==> config.mk <==
export PLATFORM = sky130hd
export DESIGN_NAME = mc_sync_fifo_flat
export DESIGN_NICKNAME = d
export VERILOG_FILES = /design/src/rtl/mc_fifo_pkg.sv /design/src/rtl/mc_sync_fifo_if.sv /design/src/rtl/mc_fifo_ch_ctrl.sv /design/src/rtl/mc_sync_fifo.sv /design/src/flat_wrapper.sv
export SDC_FILE = /design/constraint.sdc
export NUM_CORES = 1
export LEC_CHECK = 0
export CORE_MARGIN = 2
export CORE_UTILIZATION = 25
export CTS_BUF_LIST = sky130_fd_sc_hd__clkbuf_4
export CTS_CLUSTER_SIZE = 12
export DETAILED_ROUTE_END_ITERATION = 7
export PLACE_DENSITY_LB_ADDON = 0.05
export SETUP_SLACK_MARGIN = 0.2
export SYNTH_ARGS = -nofsm -noshare
export SYNTH_HDL_FRONTEND = slang
export SYNTH_SLANG_ARGS = --single-unit
export TNS_END_PERCENT = 20
==> constraint.sdc <==
create_clock -name clk -period 5.8 [get_ports clk]
set_clock_uncertainty 0.1 [all_clocks]
set_input_delay 1.16 -clock clk [delete_from_list [all_inputs] [get_ports clk]]
set_output_delay 1.16 -clock clk [all_outputs]
set_load 0.02 [all_outputs]
==> src/rtl/mc_fifo_pkg.sv <==
// Shared defaults, width helper and types for the multi-channel FIFO slice.
// Latency: none (declarations only). Backpressure: n/a.
// Optional error reporting is enabled with MC_FIFO_ERR_EN in the modules using this package.
package mc_fifo_pkg;

    localparam int MC_DATA_WIDTH = 8;
    localparam int MC_DEPTH      = 16;
    localparam int MC_NUM_CH     = 4;

    // Index width that never collapses to zero bits for tiny sizes.
    function automatic int idx_width(input int n);
        return (n < 2) ? 1 : $clog2(n);
    endfunction

    localparam int MC_AW  = idx_width(MC_DEPTH);
    localparam int MC_CHW = idx_width(MC_NUM_CH);

    typedef logic [MC_AW-1:0] ptr_t;
    typedef logic [MC_AW:0]   cnt_t;

    typedef struct packed {
        logic full;
        logic empty;
        logic half_full;
        logic half_empty;
        logic almost_full;
        logic almost_empty;
    } flags_t;

endpackage

==> src/rtl/mc_sync_fifo_if.sv <==
// Write/read request bus plus per-channel status of the multi-channel FIFO.
// Latency: n/a. Backpressure: producers watch full[], consumers watch empty[].
// err_clr/overflow/underflow exist only when MC_FIFO_ERR_EN is defined.
interface mc_sync_fifo_if
    import mc_fifo_pkg::*;
#(
    parameter int DATA_WIDTH = MC_DATA_WIDTH,
    parameter int DEPTH      = MC_DEPTH,
    parameter int NUM_CH     = MC_NUM_CH
) ();
    localparam int AW  = idx_width(DEPTH);
    localparam int CHW = idx_width(NUM_CH);

    logic                      wr_en;
    logic [CHW-1:0]            wr_ch;
    logic [DATA_WIDTH-1:0]     wr_data;
    logic                      rd_en;
    logic [CHW-1:0]            rd_ch;
    logic [DATA_WIDTH-1:0]     rd_data;
    logic                      rd_valid;
    logic [NUM_CH-1:0]         full;
    logic [NUM_CH-1:0]         empty;
    logic [NUM_CH-1:0]         half_full;
    logic [NUM_CH-1:0]         half_empty;
    logic [NUM_CH-1:0]         almost_full;
    logic [NUM_CH-1:0]         almost_empty;
    logic [NUM_CH*(AW+1)-1:0]  count;
`ifdef MC_FIFO_ERR_EN
    logic                      err_clr;
    logic [NUM_CH-1:0]         overflow;
    logic [NUM_CH-1:0]         underflow;
`endif

    modport master (
        output wr_en, wr_ch, wr_data, rd_en, rd_ch,
`ifdef MC_FIFO_ERR_EN
        output err_clr,
        input  overflow, underflow,
`endif
        input  rd_data, rd_valid, full, empty, half_full, half_empty,
        input  almost_full, almost_empty, count
    );

    modport slave (
        input  wr_en, wr_ch, wr_data, rd_en, rd_ch,
`ifdef MC_FIFO_ERR_EN
        input  err_clr,
        output overflow, underflow,
`endif
        output rd_data, rd_valid, full, empty, half_full, half_empty,
        output almost_full, almost_empty, count
    );

endinterface

==> src/rtl/mc_fifo_ch_ctrl.sv <==
// Per-channel pointer/occupancy tracker: accepts push/pop requests, decodes status flags.
// Latency: pointers/count update on the request edge; flags follow the registered count.
// Backpressure: push refused while full, pop refused while empty (MC_FIFO_ERR_EN logs both).
module mc_fifo_ch_ctrl
    import mc_fifo_pkg::*;
#(
    parameter int DEPTH     = MC_DEPTH,
    parameter int AF_THRESH = DEPTH - 2,
    parameter int AE_THRESH = 2,
    localparam int AW       = idx_width(DEPTH)
) (
    input  logic          clk,
    input  logic          rst_n,
`ifdef MC_FIFO_ERR_EN
    input  logic          err_clr,
    output logic          overflow,
    output logic          underflow,
`endif
    input  logic          push_req,
    input  logic          pop_req,
    output logic          push_ok,
    output logic          pop_ok,
    output logic [AW-1:0] wptr,
    output logic [AW-1:0] rptr,
    output logic [AW:0]   count,
    output flags_t        flags
);

    localparam logic [AW:0] CNT_FULL = (AW+1)'(DEPTH);
    localparam logic [AW:0] CNT_HALF = (AW+1)'(DEPTH / 2);
    localparam logic [AW:0] CNT_AF   = (AW+1)'(AF_THRESH);
    localparam logic [AW:0] CNT_AE   = (AW+1)'(AE_THRESH);

    assign push_ok = push_req && !flags.full;
    assign pop_ok  = pop_req  && !flags.empty;

    always_ff @(posedge clk or negedge rst_n) begin
        if (!rst_n) begin
            wptr  <= '0;
            rptr  <= '0;
            count <= '0;
        end else begin
            if (push_ok) wptr <= wptr + 1'b1;
            if (pop_ok)  rptr <= rptr + 1'b1;
            // Simultaneous accepted push and pop leaves occupancy unchanged.
            case ({push_ok, pop_ok})
                2'b10:   count <= count + 1'b1;
                2'b01:   count <= count - 1'b1;
                default: count <= count;
            endcase
        end
    end

    always_comb begin
        flags              = '0;
        flags.full         = (count == CNT_FULL);
        flags.empty        = (count == '0);
        flags.half_full    = (count >= CNT_HALF);
        flags.half_empty   = (count <  CNT_HALF);
        flags.almost_full  = (count >= CNT_AF);
        flags.almost_empty = (count <= CNT_AE);
    end

`ifdef MC_FIFO_ERR_EN
    // A rejection in the same cycle as err_clr keeps the bit set.
    always_ff @(posedge clk or negedge rst_n) begin
        if (!rst_n) begin
            overflow  <= 1'b0;
            underflow <= 1'b0;
        end else begin
            overflow  <= (push_req && flags.full)  || (overflow  && !err_clr);
            underflow <= (pop_req  && flags.empty) || (underflow && !err_clr);
        end
    end
`endif

endmodule

==> src/rtl/mc_sync_fifo.sv <==
// NUM_CH logical FIFOs in one shared array; MC_FIFO_ERR_EN adds sticky overflow/underflow.
// Latency: read data registered, rd_valid one cycle after an accepted rd_en; no write bypass.
// Backpressure: writes to a full channel and reads of an empty channel are dropped.
module mc_sync_fifo
    import mc_fifo_pkg::*;
#(
    parameter int DATA_WIDTH = MC_DATA_WIDTH,
    parameter int DEPTH      = MC_DEPTH,
    parameter int NUM_CH     = MC_NUM_CH,
    parameter int AF_THRESH  = DEPTH - 2,
    parameter int AE_THRESH  = 2
) (
    input  logic          clk,
    input  logic          rst_n,
    mc_sync_fifo_if.slave f
);

    localparam int AW   = idx_width(DEPTH);
    localparam int CHW  = idx_width(NUM_CH);
    localparam int CW   = AW + 1;
    localparam int ADDW = CHW + AW;

    logic [NUM_CH-1:0] push_req;
    logic [NUM_CH-1:0] pop_req;
    logic [NUM_CH-1:0] push_ok;
    logic [NUM_CH-1:0] pop_ok;
    logic [AW-1:0]     wptr_a [NUM_CH];
    logic [AW-1:0]     rptr_a [NUM_CH];
    logic [CW-1:0]     cnt_a  [NUM_CH];
    flags_t            flg_a  [NUM_CH];
`ifdef MC_FIFO_ERR_EN
    logic [NUM_CH-1:0] ovf_v;
    logic [NUM_CH-1:0] unf_v;
`endif

    logic                  wr_go;
    logic                  rd_go;
    logic [ADDW-1:0]       wr_addr;
    logic [ADDW-1:0]       rd_addr;
    logic [DATA_WIDTH-1:0] mem [NUM_CH*DEPTH];

    // Channel numbers beyond NUM_CH match no strobe and are silently ignored.
    always_comb begin
        push_req = '0;
        pop_req  = '0;
        for (int c = 0; c < NUM_CH; c++) begin
            push_req[c] = f.wr_en && (f.wr_ch == CHW'(c));
            pop_req[c]  = f.rd_en && (f.rd_ch == CHW'(c));
        end
    end

    for (genvar c = 0; c < NUM_CH; c++) begin : g_ch
        mc_fifo_ch_ctrl #(
            .DEPTH     (DEPTH),
            .AF_THRESH (AF_THRESH),
            .AE_THRESH (AE_THRESH)
        ) u_ctrl (
            .clk       (clk),
            .rst_n     (rst_n),
`ifdef MC_FIFO_ERR_EN
            .err_clr   (f.err_clr),
            .overflow  (ovf_v[c]),
            .underflow (unf_v[c]),
`endif
            .push_req  (push_req[c]),
            .pop_req   (pop_req[c]),
            .push_ok   (push_ok[c]),
            .pop_ok    (pop_ok[c]),
            .wptr      (wptr_a[c]),
            .rptr      (rptr_a[c]),
            .count     (cnt_a[c]),
            .flags     (flg_a[c])
        );
    end

    // At most one channel strobe is active per port, so the loop acts as a one-hot mux.
    always_comb begin
        wr_go   = 1'b0;
        rd_go   = 1'b0;
        wr_addr = '0;
        rd_addr = '0;
        for (int c = 0; c < NUM_CH; c++) begin
            if (push_ok[c]) begin
                wr_go   = 1'b1;
                wr_addr = {CHW'(c), wptr_a[c]};
            end
            if (pop_ok[c]) begin
                rd_go   = 1'b1;
                rd_addr = {CHW'(c), rptr_a[c]};
            end
        end
    end

    always_ff @(posedge clk) begin
        if (wr_go) mem[wr_addr] <= f.wr_data;
    end

    always_ff @(posedge clk or negedge rst_n) begin
        if (!rst_n) begin
            f.rd_data  <= '0;
            f.rd_valid <= 1'b0;
        end else begin
            f.rd_valid <= rd_go;
            if (rd_go) f.rd_data <= mem[rd_addr];
        end
    end

    always_comb begin
        f.full         = '0;
        f.empty        = '0;
        f.half_full    = '0;
        f.half_empty   = '0;
        f.almost_full  = '0;
        f.almost_empty = '0;
        f.count        = '0;
        for (int c = 0; c < NUM_CH; c++) begin
            f.full[c]           = flg_a[c].full;
            f.empty[c]          = flg_a[c].empty;
            f.half_full[c]      = flg_a[c].half_full;
            f.half_empty[c]     = flg_a[c].half_empty;
            f.almost_full[c]    = flg_a[c].almost_full;
            f.almost_empty[c]   = flg_a[c].almost_empty;
            f.count[c*CW +: CW] = cnt_a[c];
        end
    end

`ifdef MC_FIFO_ERR_EN
    assign f.overflow  = ovf_v;
    assign f.underflow = unf_v;
`endif

endmodule

==> src/flat_wrapper.sv <==
// flat-port wrapper written by rule: the top's interface ports become plain ports
module mc_sync_fifo_flat import mc_fifo_pkg::*;
#(
    parameter int DATA_WIDTH = MC_DATA_WIDTH,
    parameter int DEPTH      = MC_DEPTH,
    parameter int NUM_CH     = MC_NUM_CH,
    parameter int AF_THRESH  = DEPTH - 2,
    parameter int AE_THRESH  = 2
)
  (clk, rst_n, f_wr_en, f_wr_ch, f_wr_data, f_rd_en, f_rd_ch, f_rd_data, f_rd_valid, f_full, f_empty, f_half_full, f_half_empty, f_almost_full, f_almost_empty, f_count);
  mc_sync_fifo_if #(.DATA_WIDTH(DATA_WIDTH), .DEPTH(DEPTH), .NUM_CH(NUM_CH)) f_i ();
  input  logic clk;
  input  logic rst_n;
  input wire logic [$bits(f_i.wr_en)-1:0] f_wr_en;
  input wire logic [$bits(f_i.wr_ch)-1:0] f_wr_ch;
  input wire logic [$bits(f_i.wr_data)-1:0] f_wr_data;
  input wire logic [$bits(f_i.rd_en)-1:0] f_rd_en;
  input wire logic [$bits(f_i.rd_ch)-1:0] f_rd_ch;
  output wire logic [$bits(f_i.rd_data)-1:0] f_rd_data;
  output wire logic [$bits(f_i.rd_valid)-1:0] f_rd_valid;
  output wire logic [$bits(f_i.full)-1:0] f_full;
  output wire logic [$bits(f_i.empty)-1:0] f_empty;
  output wire logic [$bits(f_i.half_full)-1:0] f_half_full;
  output wire logic [$bits(f_i.half_empty)-1:0] f_half_empty;
  output wire logic [$bits(f_i.almost_full)-1:0] f_almost_full;
  output wire logic [$bits(f_i.almost_empty)-1:0] f_almost_empty;
  output wire logic [$bits(f_i.count)-1:0] f_count;
  assign f_i.wr_en = f_wr_en;
  assign f_i.wr_ch = f_wr_ch;
  assign f_i.wr_data = f_wr_data;
  assign f_i.rd_en = f_rd_en;
  assign f_i.rd_ch = f_rd_ch;
  assign f_rd_data = f_i.rd_data;
  assign f_rd_valid = f_i.rd_valid;
  assign f_full = f_i.full;
  assign f_empty = f_i.empty;
  assign f_half_full = f_i.half_full;
  assign f_half_empty = f_i.half_empty;
  assign f_almost_full = f_i.almost_full;
  assign f_almost_empty = f_i.almost_empty;
  assign f_count = f_i.count;
  mc_sync_fifo #(.DATA_WIDTH(DATA_WIDTH), .DEPTH(DEPTH), .NUM_CH(NUM_CH), .AF_THRESH(AF_THRESH), .AE_THRESH(AE_THRESH)) u_core (.clk(clk), .rst_n(rst_n), .f(f_i));
endmodule
==> flow_summary_export.csv <==
group,metric,value,unit
global_routing,grt_pass1_vias,16800,
clocking,clockBufferDepth,3,
setup_path,cpPeakStageDelay,0.94,ns
routing,drcViolationCount,0,
placement,io_buffers,68,
min_path,hold_class,"input port to async pin",
floorplan,boundaryPins,69,
logic_synthesis,yosysTopAreaCell,"edfxtp_1",
floorplan,dieWidth,314,microns
sta,max_freq,185,MHz
logic_synthesis,synthMuxAreaShare,3.22,%
routing,drtPass1Iterations,5,
sta,hold_slack,0.246,ns
routing,vias_per_cell,4.69,
setup_path,worstPathMaxFanout,45,
floorplan,initial_core_util,25.2,%
logic_synthesis,yosys.area_share.adder,1.58,%
placement,dp_hpwl,56.4,mm
logic_synthesis,yosysUniqueCellTypes,66,
floorplan,rows,113,
sta,drv_slew,0,
setup_path,path_cells,"clkdlybuf4s50_1, nand2b_1, a2111oi_0, or4_2, and2_4, buf_12, buf_4, nand2_1, a311oi_1, buf_4, nor4_1, nor4_1, a22o_1",
setup_path,required,6.64,ns
sta,slew_headroom,17.8,%
final_layout,fillers,9609,
final_layout,drive_gt1_share,20.6,%
sta,min_period,5.41,ns
routing,drtAntennaViolNets,0,
clocking,cts_resized,0,
floorplan,dieArea,98600,sq um
routing,wirelength,85.5,mm
sta,final_hold_viol_count,0,
global_routing,grt_pass1_wl,123,mm
routing,drt_iter0_drc,1064,
global_routing,antenna_found_initial,4,
setup_path,endpoint_kind,"register",
final_layout,area_growth,21.6,%
logic_synthesis,synth_seq_cells,573,
logic_synthesis,yosysWarnings,0,
sta,setup_violations,0,
status,outcome,"finished, final reports clean",
logic_synthesis,synth.area.top_cells,"edfxtp_1 64%, dfrtp_1 6.4%, nand2_1 4.7%",
logic_synthesis,synth_top_family_by_area,"simple AND/OR/NAND/NOR gates",
clocking,cts_setup_buffers,0,
logic_synthesis,syn_nets,1828,
logic_synthesis,async_reset_ff_share,10.6,%
placement,post-place-ws,-0.559,ns
logic_synthesis,synth_ff_type,"edfxtp_1",
routing,vias,16200,
power,p_leak,10.6,nW
routing,met1_length,39.4,mm
setup_path,slowest_stage,"a2111oi_0",
power,irDropWorstVdd,0.168,mV
final_layout,nets,2107,
logic_synthesis,syn_area_per_cell,13.5,sq um
routing,wl_per_cell,24.7,microns
clocking,clk_pin_slew,0.07,ns
logic_synthesis,synth_compound_area_share,10.2,%
clocking,clk_latency,1.02,ns
logic_synthesis,synth_xor_area_share,1.46,%
routing,top_layer,"met4",
floorplan,dieHeight,314,microns
clocking,cts_tree,"done",
logic_synthesis,syn_inst,1784,
clocking,hold_buffers,0,
clocking,ctsRootBufferMaster,"clkbuf_4",
routing,wl_met2,40.9,mm
logic_synthesis,synth-edff-count,512,
logic_synthesis,synthSimpleGateAreaFrac,10.7,%
sta,rsz0062_at_grt,"false",
power,power.density,432,nW/um^2
sta,tightest_slew,1.22,ns
logic_synthesis,synth_top_area_share,64.0,%
floorplan,core,95200,sq um
run,maxCapViolCount,0,
clocking,cts_sinks,573,
setup_path,rrSetupSlack,0.65,ns
routing,wl_met3,3.53,mm
global_routing,grtUsageTotal,17.5,%
logic_synthesis,syn-cell-area,24000,sq um
clocking,cts_buffers,170,
setup_path,start_kind,"input port",
global_routing,grt_max_degree,68,
sta,fin_ws,0.391,ns
placement,place_inst,3156,
sta,finalCritPeriodShare,93.3,%
setup_path,critPathKind,"input port to register",
final_layout,fin_cells,3456,
sta,fin_tns_setup,0,ns
logic_synthesis,ys_seq_area_share,70.3,%
clocking,htreeDepth,4,
placement,gp_congestion,0.759,
setup_path,crit_arrival,6.25,ns
global_routing,overflow,0,
sequential cells by signal, indices dropped and copies added, names as in the netlist:
| name | flops |
|---|---|
| u_core.g_ch.u_ctrl.wptr | 16 |
| u_core.mem | 512 |
| u_core.g_ch.u_ctrl.rptr | 16 |
| u_core.g_ch.u_ctrl.count | 20 |
| u_core.f.rd_data | 8 |
| u_core.f.rd_valid | 1 |
critical path: cells and delay by family:
family                 cells  cell delay, ns
AO/OA/AOI/OAI              3            1.47
buffers and inverters      4            1.22
AND/OR/NAND/NOR            6            2.35
cell usage in the layout (no fill, tap or decap), types with 6 or more instances in the layout:
cell / netlist / layout
edfxtp_1: 512 / 512
nand2_1: 303 / 301
clkbuf_4: 0 / 241
buf_4: 8 / 133
a211oi_1: 95 / 95
nor2_1: 87 / 87
a21oi_1: 83 / 83
mux2i_1: 74 / 74
nand3_1: 67 / 67
and3_1: 61 / 61
dfrtp_1: 61 / 61
clkdlybuf4s50_1: 0 / 59
clkinv_1: 3 / 37
a31oi_1: 33 / 33
xnor2_1: 27 / 27
inv_1: 26 / 26
o22ai_1: 26 / 26
ha_1: 24 / 24
o21ai_0: 23 / 22
a221oi_1: 17 / 17
xor2_1: 13 / 13
a21o_1: 13 / 13
clkinv_2: 0 / 12
buf_12: 0 / 12
nor4_1: 9 / 9
a22oi_1: 9 / 9
a31o_2: 8 / 8
buf_2: 34 / 8
or4_1: 8 / 7
nor3_1: 6 / 6
a211o_1: 6 / 6
and2_1: 8 / 6
a2111o_1: 6 / 6
power by group:
group | internal [mW] | leakage (nW) | switching (mW)
sequential | 4.74 | 5.35 | 0.318
clock | 2.13 | 1.29 | 1.83
combinational | 1.34 | 4.00 | 2.27
total | 8.21 | 10.6 | 4.41
cell type report:
class / instances / area, sq um / area share, %
flip-flops and latches: 573 / 16900 / 57.8
multi-input cells: 1074 / 6550 / 22.4
repair buffers: 212 / 1870 / 6.40
clock buffers: 241 / 1810 / 6.19
well taps: 1265 / 1580 / 5.42
clock inverters: 57 / 375 / 1.28
inverters: 32 / 123 / 0.420
diodes: 2 / 5.00 / 0.0171
cell usage after synthesis (23+ instances only):
cell type / instances
a21oi_1: 83
o21ai_0: 23
nor2_1: 87
ha_1: 24
o22ai_1: 26
edfxtp_1: 512
clkbuf_1: 50
xnor2_1: 27
nand3_1: 67
a211oi_1: 95
inv_1: 26
mux2i_1: 74
dfrtp_1: 61
a31oi_1: 33
and3_1: 61
buf_2: 34
nand2_1: 303
cell families (layout without fill, tap and decap cells):
family	after synthesis	count (layout)
mux	77	77
simple gates	576	576
other cells	0	2
xor+xnor	40	40
flops	573	573
compound gates	353	353
buf+inv	137	542
fa+ha+maj	28	28
through the flow:
step                util [%]  total power [mW]  cell area, sq um
global route            30.7              13.4             29200
detailed placement      28.4              8.82             27000
CTS                     30.7              12.9             29200
finish                  30.7              12.6             29200
floorplan                  -              7.02             24000
global placement        28.4              8.84             27000
metal layers:
layer	global-route usage, %	up-vias
met3	3.39	134
met2	28.6	370
met4	5.39	0
li1	-	7443
met5	0	-
met1	23.3	8262
worst paths after layout:
kind	start	endpoint	cells after the start
setup reg to reg	u_core.g_ch[0].u_ctrl.count[3]	u_core.f.rd_data[1]	12
setup / recovery	f_rd_ch[1]	u_core.f.rd_data[1]	13
max in group asynchronous	rst_n	u_core.f.rd_data[5]	1
hold / removal	rst_n	u_core.g_ch[3].u_ctrl.rptr[1]	1
hold reg to reg	u_core.g_ch[3].u_ctrl.wptr[2]	u_core.g_ch[3].u_ctrl.wptr[2]	1
min in group clk	u_core.g_ch[3].u_ctrl.wptr[2]	u_core.g_ch[3].u_ctrl.wptr[2]	1
Power figures use the tool's default switching activity.
